===== config.mk =====
export PLATFORM = sky130hd
export DESIGN_NAME = serial_add_ctrl
export DESIGN_NICKNAME = d
export VERILOG_FILES = /design/src/rtl/serial_add_ctrl_pkg.sv /design/src/rtl/serial_add_ctrl_fa_bit.sv /design/src/rtl/serial_add_ctrl.sv
export SDC_FILE = /design/constraint.sdc
export NUM_CORES = 1
export LEC_CHECK = 0
export BUFFER_PORTS_ARGS = -buffer_cell sky130_fd_sc_hd__buf_4
export CAP_MARGIN = 20
export CORE_MARGIN = 2
export CORE_UTILIZATION = 50
export CTS_CLUSTER_DIAMETER = 100
export DETAILED_ROUTE_END_ITERATION = 7
export PLACE_DENSITY = 0.71
export SYNTH_ARGS = -nofsm -noshare
export SYNTH_HDL_FRONTEND = slang
export SYNTH_HIERARCHICAL = 1
export SYNTH_SLANG_ARGS = --single-unit

===== constraint.sdc =====
create_clock -name clk -period 1.52 [get_ports clk]
set_clock_uncertainty 0.15 [all_clocks]
set_input_delay 0.228 -clock clk [delete_from_list [all_inputs] [get_ports clk]]
set_output_delay 0.228 -clock clk [all_outputs]
set_load 0.02 [all_outputs]

===== src/rtl/serial_add_ctrl_pkg.sv =====
// Shared types for the bit-serial adder: FSM state encoding and default operand width.
// No logic, no latency, no flow control.
package serial_add_pkg;

   typedef enum logic [1:0] {
      IDLE = 2'd0,
      RUN  = 2'd1,
      DONE = 2'd2
   } state_t;

   localparam int DEFAULT_W = 8;

endpackage


===== src/rtl/serial_add_ctrl_fa_bit.sv =====
// Purpose: 1-bit full adder cell, shared across all bit positions of the serial add.
// Latency: purely combinational, zero cycles.
// Backpressure: none, no flow control at this level.
module fa_bit (
   input  logic a,
   input  logic b,
   input  logic ci,
   output logic s,
   output logic co
);

   logic p;

   assign p  = a ^ b;
   assign s  = p ^ ci;
   assign co = (a & b) | (ci & p);

endmodule


===== src/rtl/serial_add_ctrl.sv =====
// Purpose: bit-serial W-bit adder, one bit per clock LSB first; SERIAL_ADD_SUB_EN adds a subtract mode.
// Latency: done pulses W cycles after the accepting edge; sum/cout held until the next result.
// Backpressure: start is taken only while ready=1; a start during RUN is dropped, never queued.
module serial_add_ctrl
   import serial_add_pkg::*;
#(
   parameter int W = DEFAULT_W
) (
   input  logic         clk,
   input  logic         reset,
   input  logic         start,
   input  logic [W-1:0] a,
   input  logic [W-1:0] b,
   input  logic         cin,
`ifdef SERIAL_ADD_SUB_EN
   input  logic         sub,
`endif
   output logic         ready,
   output logic         busy,
   output logic         done,
   output logic [W-1:0] sum,
   output logic         cout
);

   localparam int CNT_W = $clog2(W);
   localparam logic [CNT_W-1:0] CNT_LAST = CNT_W'(W - 1);

   state_t           state_q;
   state_t           state_d;
   logic [W-1:0]     a_sh;
   logic [W-1:0]     b_sh;
   logic [W-2:0]     sum_sh;
   logic [W-1:0]     sum_nxt;
   logic [CNT_W-1:0] cnt;
   logic             carry;
   logic             fa_s;
   logic             fa_co;
   logic             accept;
   logic             last_bit;
   logic [W-1:0]     b_load;
   logic             carry_load;

`ifdef SERIAL_ADD_SUB_EN
   // Subtract as a + ~b + 1: invert b at load and force the initial carry.
   assign b_load     = sub ? ~b : b;
   assign carry_load = sub ? 1'b1 : cin;
`else
   assign b_load     = b;
   assign carry_load = cin;
`endif

   fa_bit u_fa (
      .a  (a_sh[0]),
      .b  (b_sh[0]),
      .ci (carry),
      .s  (fa_s),
      .co (fa_co)
   );

   assign accept   = start & ready;
   assign last_bit = (cnt == CNT_LAST);
   // Only W-1 partial bits are kept; the final bit comes straight from the cell.
   assign sum_nxt  = {fa_s, sum_sh};

   always_comb begin
      state_d = state_q;
      ready   = 1'b0;
      busy    = 1'b0;
      done    = 1'b0;
      case (state_q)
         IDLE: begin
            ready = 1'b1;
            if (start) state_d = RUN;
         end
         RUN: begin
            busy = 1'b1;
            if (last_bit) state_d = DONE;
         end
         DONE: begin
            ready   = 1'b1;
            done    = 1'b1;
            state_d = start ? RUN : IDLE;
         end
         default: state_d = IDLE;
      endcase
   end

   always_ff @(posedge clk) begin
      if (reset) begin
         state_q <= IDLE;
         cnt     <= '0;
         carry   <= 1'b0;
         a_sh    <= '0;
         b_sh    <= '0;
         sum_sh  <= '0;
         sum     <= '0;
         cout    <= 1'b0;
      end else begin
         state_q <= state_d;
         if (accept) begin
            a_sh  <= a;
            b_sh  <= b_load;
            carry <= carry_load;
            cnt   <= '0;
         end else if (state_q == RUN) begin
            a_sh   <= {1'b0, a_sh[W-1:1]};
            b_sh   <= {1'b0, b_sh[W-1:1]};
            sum_sh <= sum_nxt[W-1:1];
            carry  <= fa_co;
            cnt    <= cnt + CNT_W'(1);
            if (last_bit) begin
               sum  <= sum_nxt;
               cout <= fa_co;
            end
         end
      end
   end

endmodule


; ---- Word level (Yosys, flattened, before mapping)
; Index checks and enable logic that the tools add are counted.
[word_totals]
latchBits = 0
word_cells = 41
out_inout_bits = 12
rom_bits = 0
memories = 0
reg_bits = 38
mem_bits_rw = 0
[op_classes]
magnitude_cmp = 0
div_mod_pow = 0
shifts = 0
add_sub_neg = 1
mul = 0
bitwise = 7
reduce_logical = 7
n_eq_ne = 5
muxes = 13
[op_table]
columns = operator, count
row1 = 8-bit two-way mux, 4
row2 = 1-bit two-way mux, 6
row3 = 2-bit case mux with 3 select lines, 1
row4 = 2-bit two-way mux, 2
row5 = "2-bit inequality test, second input constant", 2
row6 = 2-bit AND reduction, 2
row7 = 2-bit OR reduction, 2
row8 = "3-bit by 1-bit adder with 3-bit output, second input constant", 1
row9 = 1-bit bitwise AND, 3
row10 = "3-bit equality test, second input constant", 1
row11 = 3-bit AND reduction, 1
row12 = "2-bit by 1-bit equality test with 1-bit output, second input constant", 1
row13 = "2-bit equality test, second input constant", 1
row14 = 2-bit zero test, 1
row15 = 2-bit nonzero test, 1
row16 = 1-bit XOR, 2
row17 = 1-bit NOT, 1
row18 = 1-bit bitwise OR, 1

; ---- Logic depth before layout (Yosys ltp)
; Gate-level depths: netlist of run 1.
[logic_depth]
depth_word = 6
mapped_depth = 6
ltp_nobuf = 5

; ---- Cells and area by module
; Netlist of run 1, hierarchy kept.
[modules_own_cells]
columns = module, area_per_inst_um2, cells_each, n_inst
row1 = serial_add_ctrl, 1567.8, 181, 1
row2 = fa_bit, 20.0, 1, 1

; ---- Worst setup path after synthesis of run 1
; OpenSTA, ideal clock, no wires.
[synth_path]
path_kind = flip-flop to flip-flop
start = register cnt[0]
end = register state_q[0]
required_ps = 1253
setup_time_ps = 117
path_slack_ps = 185
n_path_buf = 1
arrival_ps = 1068
period_less_slack_ps = 1335
stages_incl_launch_ff = 6
path_cell_list = dfxtp_1 ha_1 ha_1 clkbuf_1 o21a_1 nor2_1
[synth_via]
elab_chain_cells = 3
[synth_rtl]
columns = item, line_no
row1 = "start, declared", serial_add_ctrl.sv:34  ; logic [CNT_W-1:0] cnt;
row2 = "start signal, assigned", serial_add_ctrl.sv:110  ; cnt <= cnt + CNT_W'(1);
row3 = 3-bit equality test, serial_add_ctrl.sv:61  ; assign last_bit = (cnt == CNT_LAST);
row4 = 2-bit inequality test (no source line), n/a
row5 = 2-bit AND reduction (no source line), n/a
row6 = "end signal, assigned", serial_add_ctrl.sv:99  ; state_q <= state_d;
row7 = "end, declared", serial_add_ctrl.sv:28  ; state_t state_q;
; Every way passes these cells.
; A chain may end at the register's enable or synchronous reset.

; ---- Worst setup path in the final report of run 1
[layout_path]
start = register state_q[1]
end = output done
[layout_via]
elab_chain_cells = 2
[layout_rtl]
columns = item, line_no
row1 = 2-bit equality test, serial_add_ctrl.sv:70  ; case (state_q)
row2 = 1-bit two-way mux, serial_add_ctrl.sv:70
row3 = "end, declared", serial_add_ctrl.sv:20  ; output logic done,
; Every way passes these cells.

==> flow_summary_export.csv, run 1 <==
group,metric,value,unit
place,dp_hpwl,2.136,mm
layout,design_area,1969,um^2
layout,syn_to_final_growth,24.03,%
place,place_congestion,0.6908,
clock_network,root_buffer,"clkbuf_4",
critical_path,critPathBufInv,2,
grt,overflow,0,
critical_path,path_delay_family,"flip-flops",
hold_path,hold_path_end,"a_sh[0]$_SDFFE_PP0P_",
synth,synth_area,1588,um^2
drt,drc,0,
place,place_area,1829,um^2
grt,grt_pass1_vias,1257,
place,io_buffers,31,
floorplan,start_util,0.5244,
synth,synth-seq-cells,38,
sta,rsz0062_at_grt,"no",
clock_network,clkSinkCount,38,
sta,setup_viol,0,
clock_network,clk_pin_slew,110,ps
critical_path,worstPathMaxFanout,2,
synth,syn_nets,205,
synth,yosysWarnings,6,
layout,num_antenna_cells,0,
sta,min_period,1447,ps
clock_network,cts_tree,"built",
sta,hold_viol,0,
synth,ys_seq_area_frac,0.4791,
synth,ys_types,24,
power_and_ir_drop,power_leakage,0.7679,nW
sta,fin_crit_sh,0.9520,
critical_path,r2r_cells,5,
grt,grt_usage,0.2037,
grt,busiest_layer,"met2",
critical_path,worstPathCellList,"buf_4 -> nor2b_1 -> buf_4",
clock_network,htree_levels,2,
critical_path,cpMaxStageDelayCell,"dfxtp_2",
critical_path,worst_setup_path_start_kind,"flip-flop",
critical_path,cp.required,1140,ps
sta,fmax,0.6910,GHz
critical_path,reg2reg_slack,90,ps
sta,slew_headroom,0.7153,
hold_path,hp-start,"a[0]",
sta,setup_tns,0,ps
power_and_ir_drop,p_total,2.001,mW
sta,worst_slew_pin_slew,427.0,ps
drt,vias,1326,
sta,finalMaxSlewViolations,0,
critical_path,path_class,"flip-flop to output pin",
grt,grt_max_degree,39,
floorplan,rows,20,
critical_path,crit_path_end_kind,"output pin",
layout,drive_above_1_share,0.2719,
critical_path,reg2reg_to,"b_sh[6]$_SDFFE_PP0P_",
synth,synth.avg_cell_area,8.724,um^2
drt,firstDrtPassIters,4,
critical_path,slowest_delay,340,ps
clock_network,cts_buffers,5,
synth,synth.area.top_cells,"dfxtp_1 (48%), nand2_1 (11%), a311oi_2 (7.6%), a21oi_1 (6.0%), nand3_1 (3.8%)",
power_and_ir_drop,peakVddDrop,0.6971,mV
floorplan,ios,32,
drt,initialDrtViolationCount,54,
critical_path,r2r-start,"state_q[1]$_SDFFE_PP0P_",
grt,grtUsageMet3,0.05757,
layout,final_nets,239,
critical_path,cp_common_cell,"buf_4",
floorplan,dieWidth,60.35,um
critical_path,critPathArrivalTime,1070,ps
drt,viasPerCell,5.080,
floorplan,die_area,3642,um^2
grt,grt_util_met1,0.2480,
grt,antenna_found_initial,0,
layout,n_fill_cell,258,
drt,antenna_left,0,
floorplan,core_region_area,3028,um^2
clock_network,clk_latency,340,ps
floorplan,die_h,60.35,um
synth,synthCells,182,
critical_path,cp.depth,3,
hold_path,min_path_cells,3,
run,cap_viol_max_count,0,
drt,wire_per_inst,12.35,um
synth,yosysTopAreaCell,"dfxtp_1",
drt,wl,3.224,mm
synth,netlist.area_leader.share,0.4791,
grt,grt_pass1_wl,5.513,mm
clock_network,max-clock-path-buffers,2,
grt,use_met2,0.3447,
power_and_ir_drop,power.density,1016,nW/um^2
hold_path,min_path_type,"input port to flip-flop",
run_status,status,"finished, final reports clean",
[routing by layer]
layer	part of all wire	routed length, um	up-vias
li1	-	-	691
met5	0	0	-
met1	0.45	1440	604
met2	0.50	1611	26
met3	0.040	129	5
met4	0.013	42	0
[report_power, final]
part	internal (mW)	switching, mW	total (mW)
logic	0.125	0.148	0.273
registers	1.04	0.0298	1.07
clock network	0.349	0.307	0.656
[worst reg2reg max path, cell delays in order, from the launching register on]
cell	delay [ps]
dfxtp_2	350
nand2b_4	150
buf_4	140
buf_4	210
nand2_1	90
a311oi_2	260
[synth_stat cells]
master,count
a21oi_1,19
a22oi_1,2
a311oi_1,4
a311oi_2,8
buf_2,5
buf_4,3
buf_6,3
clkbuf_1,4
dfxtp_1,38
fa_1,1
ha_1,2
inv_1,1
inv_6,1
mux2i_1,3
nand2_1,48
nand2b_1,2
nand3_1,12
nand3b_1,1
nor2_1,14
nor2b_1,2
nor3_1,6
o21a_1,1
o22ai_1,1
xnor2_1,1
[per-stage QoR]
step	hold WS (ps)	util	instances	setup WS, ps
4_1_cts	16.17	0.6479	260	16.61
2_1_floorplan	214.0	-	182	185.1
5_1_grt	16.32	0.6504	261	5.046
3_3_place_gp	292.2	0.6041	247	117.6
3_5_place_dp	297.6	0.6041	247	51.62
6_report	18.05	0.6504	261	72.92
[cell families after synthesis]
family / count (synthesis) / share of synthesized area
AO/OA/AOI/OAI: 35 / 0.1757
XOR/XNOR: 1 / 0.005517
adder cells (fa/ha/maj): 3 / 0.02837
buffers and inverters: 17 / 0.06855
flip-flops: 38 / 0.4791
multiplexers: 3 / 0.01891
AND/OR/NAND/NOR: 85 / 0.2238
[worst max path at each step]
stage                            startpoint                       to  slack, ps
floorplan               cnt[0]$_SDFFE_PP0N_  state_q[0]$_SDFFE_PP0P_        190
global placement        cnt[0]$_SDFFE_PP0N_      sum[3]$_SDFFE_PP0P_        120
detailed placement      cnt[0]$_SDFFE_PP0N_      sum[3]$_SDFFE_PP0P_         50
CTS                 state_q[1]$_SDFFE_PP0P_                     busy         20
global route        state_q[1]$_SDFFE_PP0P_     b_sh[6]$_SDFFE_PP0P_          5
finish              state_q[1]$_SDFFE_PP0P_                     done         70
[cell usage in the layout (no fill, tap or decap), types with 2 or more instances in the layout]
master	netlist	layout
a21oi_1	19	19
a22oi_1	2	2
a311oi_1	4	4
a311oi_2	8	8
buf_4	3	38
clkbuf_1	4	2
clkbuf_4	0	5
dfxtp_1	38	36
ha_1	2	2
mux2i_1	3	3
nand2_1	48	48
nand3_1	12	12
nor2_1	14	14
nor2b_1	2	2
nor3_1	6	6
[sequential cells by signal, summed over array words and instances (netlist names)]
register / flops
a_sh: 8
b_sh: 8
sum: 8
sum_sh: 7
cnt: 3
state_q: 2
carry: 1
cout: 1
[final cells by class]
class / count / area [um^2] / area share
repair buffers: 41 / 326.6 / 0.1658
clock buffers: 7 / 45.04 / 0.02287
multi-input cells: 127 / 725.7 / 0.3685
inverters: 2 / 15.01 / 0.007624
repair inverters: 1 / 6.256 / 0.003177
flip-flops and latches: 38 / 765.7 / 0.3888
well taps: 44 / 55.05 / 0.02795
clock inverters: 1 / 30.03 / 0.01525
[what timing repair did]
item,4_1_cts,5_1_grt
endpoints found under the hold margin,1,0
hold buffers,1,0
buffers inserted,3,1
gates resized for setup,5,3
cloned,1,0
pin swaps,0,0
endpoints found under the setup margin,1,15
Power figures use the tool's default switching activity.
==> run 2, diff against run 1 <==
==> constraint.sdc (replaced) <==
create_clock -name clk -period 1.52 [get_ports clk]
set_clock_uncertainty 0.15 [all_clocks]
set_input_delay 0.304 -clock clk [delete_from_list [all_inputs] [get_ports clk]]
set_output_delay 0.304 -clock clk [all_outputs]
set_load 0.02 [all_outputs]
==> flow_summary_export.csv, run 2 (synthesis results as in run 1) <==
group,metric,value,unit
run_status,status,"complete, but fails checks",
run_status,violations,"negative setup slack",
clock_network,clkSinkCount,38,
clock_network,clk_pin_slew,110,ps
critical_path,crit_path_end_kind,"output pin",
floorplan,dieWidth,60.35,um
power_and_ir_drop,peakVddDrop,0.5562,mV
drt,antenna_left,0,
grt,antenna_found_initial,0,
clock_network,clk_latency,340,ps
layout,seqCellArea,765.7,um^2
drt,wl,3.431,mm
critical_path,worstPathMaxFanout,4,
sta,slew_headroom,0.7172,
drt,drc,0,
place,dp_hpwl,2.059,mm
critical_path,cp.required,1070,ps
drt,vias,1398,
layout,reg_top3,"a_sh x8, b_sh x8, sum x8",
drt,wire_per_inst,13.10,um
sta,finalMaxSlewViolations,0,
critical_path,worst_setup_path_start_kind,"flip-flop",
power_and_ir_drop,power.density,1022,nW/um^2
place,place_congestion,0.7295,
critical_path,crit_path_start,"state_q[0]$_SDFFE_PP0P_",
sta,setup_viol,1,
layout,final_nets,240,
layout,n_fill_cell,271,
sta,worst_slew_pin_slew,424.2,ps
run,cap_viol_max_count,0,
drt,initialDrtViolationCount,75,
sta,rsz0062_at_grt,"yes",
drt,firstDrtPassIters,4,
layout,finalNonFillerCells,262,
critical_path,critPathArrivalTime,1070,ps
sta,hold_viol,0,
sta,fmax,0.6549,GHz
layout,syn_to_final_growth,24.74,%
grt,grt_pass1_wl,5.437,mm
clock_network,cts_tree,"built",
clock_network,max-clock-path-buffers,2,
power_and_ir_drop,p_total,2.023,mW
sta,min_period,1527,ps
critical_path,r2r-start,"cnt[0]$_SDFFE_PP0N_",
sta,layout_setup_ws,-6.906,ps
layout,num_antenna_cells,0,
floorplan,rows,20,
clock_network,htree_levels,2,
drt,viasPerCell,5.336,
place,dp.cells,248,
layout,mostFrequentLayoutCell,"nand2_1",
layout,multi_input_area,725.7,um^2
clock_network,cts_buffers,5,
layout,design_area,1981,um^2
floorplan,die_area,3642,um^2
floorplan,core_region_area,3028,um^2
layout,final_cell_mix,"nand2_1 (48), buf_4 (39), dfxtp_1 (36), a21oi_1 (19), nor2_1 (14)",
floorplan,ios,32,
power_and_ir_drop,power_leakage,0.7791,nW
hold_path,hp-start,"a[7]",
sta,fin_crit_sh,1.005,
grt,grt_max_degree,39,
grt,grt_pass1_vias,1212,
floorplan,start_util,0.5244,
place,io_buffers,31,
floorplan,die_h,60.35,um
grt,overflow,0,
grt,grt_usage,0.2027,
clock_network,root_buffer,"clkbuf_4",
place,place_area,1837,um^2
hold_path,min_path_type,"input port to flip-flop",
layout,drive_above_1_share,0.2890,
critical_path,path_class,"flip-flop to output pin",
## run 2: critical path, stage by stage (launching register included)
cell	delay (ps)
dfxtp_4	380
buf_6	120
nor2b_1	100
buf_4	140
## run 2: timing repair
action | in CTS | in global routing
buffers inserted | 5 | 0
pin swaps | 1 | 0
hold buffers | 0 | 0
endpoints found under the setup margin | 6 | 2
gates resized for setup | 7 | 2
cloned | 1 | 0
## run 2: per-stage QoR
step | setup WS, ps | hold slack, ps | TNS [ps] | util
3_5_place_dp | 2.467 | 302.5 | 0 | 0.6066
5_1_grt | -50.37 | 38.76 | -50.37 | 0.6541
6_report | -6.906 | 60.80 | -6.906 | 0.6541
3_3_place_gp | 118.9 | 292.8 | 0 | 0.6066
4_1_cts | -17.50 | 56.59 | -17.50 | 0.6525
2_1_floorplan | 185.1 | 286.6 | 0 | -
## run 2: layout make-up
cell class,count,share of cell area
inverters,2,0.007581
flip-flops and latches,38,0.3866
clock buffers,5,0.01895
clock inverters,3,0.02021
well taps,44,0.02780
repair buffers,42,0.1693
multi-input cells,127,0.3664
repair inverters,1,0.003159
## run 2: worst paths after layout
path / end / slack, ps / cells after the start
max: done / -7 / 3
max reg2reg: sum[6]$_SDFFE_PP0P_ / 120 / 6
min: a_sh[7]$_SDFFE_PP0P_ / 60 / 3
min reg2reg: sum[2]$_SDFFE_PP0P_ / 310 / 2
## run 2: routing by layer
metal / GRT usage / wire [um]
met4: 0.08889 / 43
met2: 0.3416 / 1735
met5: 0 / 0
met3: 0.05117 / 143
met1: 0.2450 / 1509
## run 2: report_power, final
| group | switching [mW] | total, mW | leakage (nW) | internal (mW) |
|---|---|---|---|---|
| combinational | 0.155 | 0.284 | 0.423 | 0.130 |
| sequential | 0.0284 | 1.07 | 0.311 | 1.04 |
| clock | 0.328 | 0.669 | 0.0450 | 0.341 |
| total | 0.511 | 2.02 | 0.779 | 1.51 |
